[config.mk]
export PLATFORM = sky130hd
export DESIGN_NAME = regfile
export DESIGN_NICKNAME = d
export VERILOG_FILES = /design/src/rtl/regfile.sv
export SDC_FILE = /design/constraint.sdc
export NUM_CORES = 2
export LEC_CHECK = 0
export CAP_MARGIN = 20
export CORE_MARGIN = 3
export CORE_UTILIZATION = 49
export CTS_CLUSTER_SIZE = 14
export DETAILED_ROUTE_END_ITERATION = 8
export PLACE_DENSITY = 0.69
export SLEW_MARGIN = 40
export SYNTH_ARGS = -nofsm -noshare
export SYNTH_HDL_FRONTEND = slang
export SYNTH_SLANG_ARGS = --single-unit
[constraint.sdc]
create_clock -name clk -period 115.3 [get_ports clk]
set_clock_uncertainty 0.2 [all_clocks]
set_input_delay 23.06 -clock clk [delete_from_list [all_inputs] [get_ports clk]]
set_output_delay 23.06 -clock clk [all_outputs]
set_load 0.05 [all_outputs]
[src/rtl/regfile.sv]
// 32-entry architectural register file: two combinational read ports, one clocked write port,
// hardwired-zero register and same-cycle write-through bypass to the read ports.
module regfile #(
    parameter int unsigned WIDTH    = 64,
    parameter int unsigned ZERO_REG = 31
) (
    input  logic             clk,
    input  logic             reset,
    input  logic             RegWrite,
    input  logic [4:0]       WriteRegister,
    input  logic [WIDTH-1:0] WriteData,
    input  logic [4:0]       ReadRegister1,
    input  logic [4:0]       ReadRegister2,
    output logic [WIDTH-1:0] ReadData1,
    output logic [WIDTH-1:0] ReadData2
);

    logic [WIDTH-1:0] w_regs [32];

    for (genvar gi = 0; gi < 32; gi++) begin : g_reg
        if (gi == ZERO_REG) begin : g_zero
            assign w_regs[gi] = '0;
        end else begin : g_ff
            logic             w_load;
            logic [WIDTH-1:0] r_q;

            // One-hot decode slice: RegWrite acts as the decoder enable.
            assign w_load = RegWrite && (WriteRegister == 5'(gi));

            always_ff @(posedge clk or posedge reset) begin
                if (reset) begin
                    r_q <= '0;
                end else begin
                    r_q <= w_load ? WriteData : r_q;
                end
            end

            assign w_regs[gi] = r_q;
        end
    end

    // Bypass is independent of reset, so a write presented during reset is still visible.
    always_comb begin
        ReadData1 = w_regs[ReadRegister1];
        if (ReadRegister1 == 5'(ZERO_REG)) begin
            ReadData1 = '0;
        end else if (RegWrite && (WriteRegister == ReadRegister1)) begin
            ReadData1 = WriteData;
        end
    end

    always_comb begin
        ReadData2 = w_regs[ReadRegister2];
        if (ReadRegister2 == 5'(ZERO_REG)) begin
            ReadData2 = '0;
        end else if (RegWrite && (WriteRegister == ReadRegister2)) begin
            ReadData2 = WriteData;
        end
    end

endmodule

==> metrics.md <==
| Metric | Value |
|---|---|
| Setup Crit Path Kind | input pin to output port |
| Rel. slew slack | 29.4% |
| # Max-Cap Violations | 0 |
| Antenna violations before repair | 31 |
| R2r setup slk | 114.27 ns |
| Status | finished clean |
| Most used cell, CP | buf_4 |
| Largest family of logic cells by synthesized area | multiplexers |
| Fin. Hold Viols | 0 |
| RePlAce Congestion | 0.856 |
| DP Cell Count | 9941 |
| CTS Root Cell | clkbuf_16 |
| Syn Inst Count | 7473 |
| Synth area leaders | dfrtp_1 (47%), mux2_2 (21%), mux4_2 (17%), mux2i_1 (2.4%), buf_2 (1.5%) |
| Worst Setup Start Kind | input pin |
| H-Tree Depth | 4 |
| Final Setup Violations | 0 |
| Synth Flop Type | dfrtp_1 |
| Async SR Flop Fraction | 100% |
| Finished Layout Cells | 10.4k |
| Core ar. | 215000 µm² |
| Slowest CP cell | o21bai_4 |
| Fmax | 19.5 MHz |
| I/O Pins | 210 |
| Clock latency at the later pin of the worst-skew pair | 0.86 ns |
| Pre-CTS setup slack | 64.09 ns |
| Max reg flops | 1984 |
| WP data arrival | 28.15 ns |
| Met3 wire len | 41.8 mm |
| Die area | 223000 µm² |
| Number of vias per cell | 7.15 |
| WHS Path Cells | 1 |
| Yosys top cell area share | 46.5% |
| Routed WL | 379 mm |
| CP endpoint kind | output port |
| RSZ-0062 raised after global routing | no |
| Maximum VDD drop | 0.0177 mV |
| Worst slew pin tran | 1.06 ns |
| TritonCTS clock tree | yes |
| Cell row count | 170 |
| Setup WS post-layout | 63.89 ns |
| Nets | 7400 |
| Final slew viol count | 0 |
| CP max stage delay | 0.81 ns |
| Placed inst area | 111000 µm² |
| Design area | 119000 µm² |
| Seq/Total Area, Yosys | 46.5% |
| Clock sink count | 1984 |
| XOR/XNOR Fraction of Synth Area | 0.0821% |
| Net Count, Synth | 7555 |
| Post-synthesis mux area share | 40.8% |
| Initial Util | 49.5% |
| Total track usage | 33.8% |
| Die Ht | 473 µm |
| Hold Buf Count CTS | 0 |
| Ratio of cells with drive above 1 in the final layout | 47.0% |
| DR top layer | met5 |
| Hold Path End | g_reg[7].g_ff.r_q[54] |
| PnR Total Power | 2.13 mW |
| Antenna Nets Post-Route | 0 |
| Detail Placement HPWL | 216 mm |
| YS warnings | 0 |
| Minimum clock period | 51.41 ns |
| Most flop-heavy register | g.g_ff.r_q |
| Port Buf Inserts | 209 |
| Post-CTS Setup Bufs | 0 |
| Area delta synth->final | 11.5% |
| DR WL/cell | 36.6 µm |
| Mapped cell area | 107000 µm² |
| Top flop regs | g.g_ff.r_q (1984) |
| DR vias | 74.1k |
| Avg Synthesized Cell Area | 14.3 µm² |
| Power Density | 17.9 nW/µm² |
| Global route overflow | 0 |
| Worst hold path startpoint | g_reg[7].g_ff.r_q[54] |
| WHS | 0.312 ns |
| RR Endpoint | g_reg[12].g_ff.r_q[59] |
| Final period util | 44.6% |
| Longest Clk Path Bufs | 3 |
| Clock buffer count from CTS | 209 |
| Met2 wire length | 170 mm |
| Crit-path max FO | 57 |
| R2R Path Start | g_reg[12].g_ff.r_q[59] |
| Clk pin slew, worst setup/hold paths | 0.05 ns |
| Resized cells post-CTS | 0 |
| Die width | 473 µm |
| Hold crit path type | flip-flop to flip-flop |
| Post-synthesis adder-cell area fraction | 0% |
| Yosys cell types | 61 |
| Worst Reg-to-Reg Cells | 1 |
| Worst Path Buf+Inv | 5 |
| Initial DRT Pass Iterations | 6 |
| Pin count of the biggest net entering global routing | 157 |
| P_leak | 50.8 nW |
| Yosys top cell by area | dfrtp_1 |
| Setup TNS | 0 ns |
| Area share of and/or/nand/nor cells after synthesis | 2.85% |
| Compound-gate portion of the synthesized area | 6.00% |
| DR iter-0 viols | 8977 |
| First-pass GRT wire length | 547 mm |
| DR DRC count | 0 |
| Core Util, Final | 55.2% |
| Required @ worst endpoint | 92.04 ns |
| Vias in the first global route | 75.2k |
| Worst-path cell chain | buf_8 > buf_4 > xnor2_1 > nand4_1 > o21bai_4 > buf_4 > buf_6 > nor3_1 > a22o_1 > clkdlybuf4s50_1 |
| WL met1 | 142 mm |
| Number of synthesized flops with an enable pin | 0 |
| #FFs+latches synth | 1984 |
| CP top delay family | buffers and inverters |
==> synthesized netlist by cell type, drive strengths merged, types with 4 or more instances <==
master   number
mux2       1991
and3         26
and2         18
a211oi       38
nor2         94
o221ai       56
a31oi        31
a32oi        14
nor3         62
a221oi       53
o2bb2ai      17
nand2b       15
a22o        104
xnor2         9
o21ai       117
o22ai        85
o22a         35
nand3        89
inv          56
nand3b        4
mux4        823
a2111oi      11
a221o        28
o211ai       38
a21oi        59
nor2b        21
mux2i       253
a22oi       165
buf         407
o221a         8
nand4         5
or3          22
clkbuf      416
dfrtp      1984
nand2       296
==> final cells by class <==
class,count,area (µm²)
well taps,2838,3550
repair buffers,457,4530
fillers,17073,96500
inverters,58,244
diodes,22,55.1
clock inverters,89,1190
multi-input cells,4608,53600
clock buffers,297,6200
flip-flops and latches,1984,49600
==> cell usage in the layout (no fill, tap or decap), types with 35 or more instances in the layout <==
cell	synthesis	layout
inv_1	55	52
nor2_1	91	67
dfrtp_1	1984	1984
nand3_1	89	88
clkinv_2	0	43
mux2i_1	253	252
nand2_1	296	284
o22a_1	35	35
buf_4	31	166
o211ai_1	38	38
clkbuf_8	0	64
nor3_1	58	56
a21oi_1	59	59
clkdlybuf4s50_1	0	181
a211oi_1	38	38
mux4_2	823	823
clkbuf_16	0	210
o221ai_1	56	56
a221oi_1	53	53
o21ai_0	117	117
a22o_1	104	104
mux2_2	1966	1966
buf_6	28	53
a22oi_1	165	165
o22ai_1	85	85
==> power breakdown <==
part | switching [mW] | internal (mW) | total, mW
Sequential | 0.0993 | 0.834 | 0.933
Clock | 0.302 | 0.425 | 0.726
Combinational | 0.215 | 0.258 | 0.473
==> worst max path at each step <==
| stage | startpoint | to | slack [ns] | cells past startpoint |
|---|---|---|---|---|
| after floorplan | reset | g_reg[0].g_ff.r_q[0] | 36.00 | 1 |
| after global placement | ReadRegister1[2] | ReadData1[30] | 63.91 | 9 |
| after CTS | ReadRegister1[0] | ReadData1[57] | 64.07 | 10 |
| final | ReadRegister2[2] | ReadData2[46] | 63.89 | 10 |
| after global routing | ReadRegister2[2] | ReadData2[46] | 63.95 | 10 |
| after detailed placement | ReadRegister1[0] | ReadData1[53] | 64.09 | 10 |
==> kinds of logic (layout without fill, tap and decap cells) <==
logic type             count (synthesis)  after routing
AO/OA/AOI/OAI                        869            869
buffers and inverters                881            901
other                                  0             22
multiplexers                        3067           3067
XOR/XNOR                              10             10
flip-flops                          1984           1984
AND/OR/NAND/NOR                      662            662
==> layer usage <==
layer  global-route usage, %  up-vias
li1                        -    28539
met1                    44.8    39455
met2                    50.3     4820
met3                    8.89     1232
met4                    19.7       18
met5                       0        -
No activity file was read; power rests on OpenSTA's default activity.
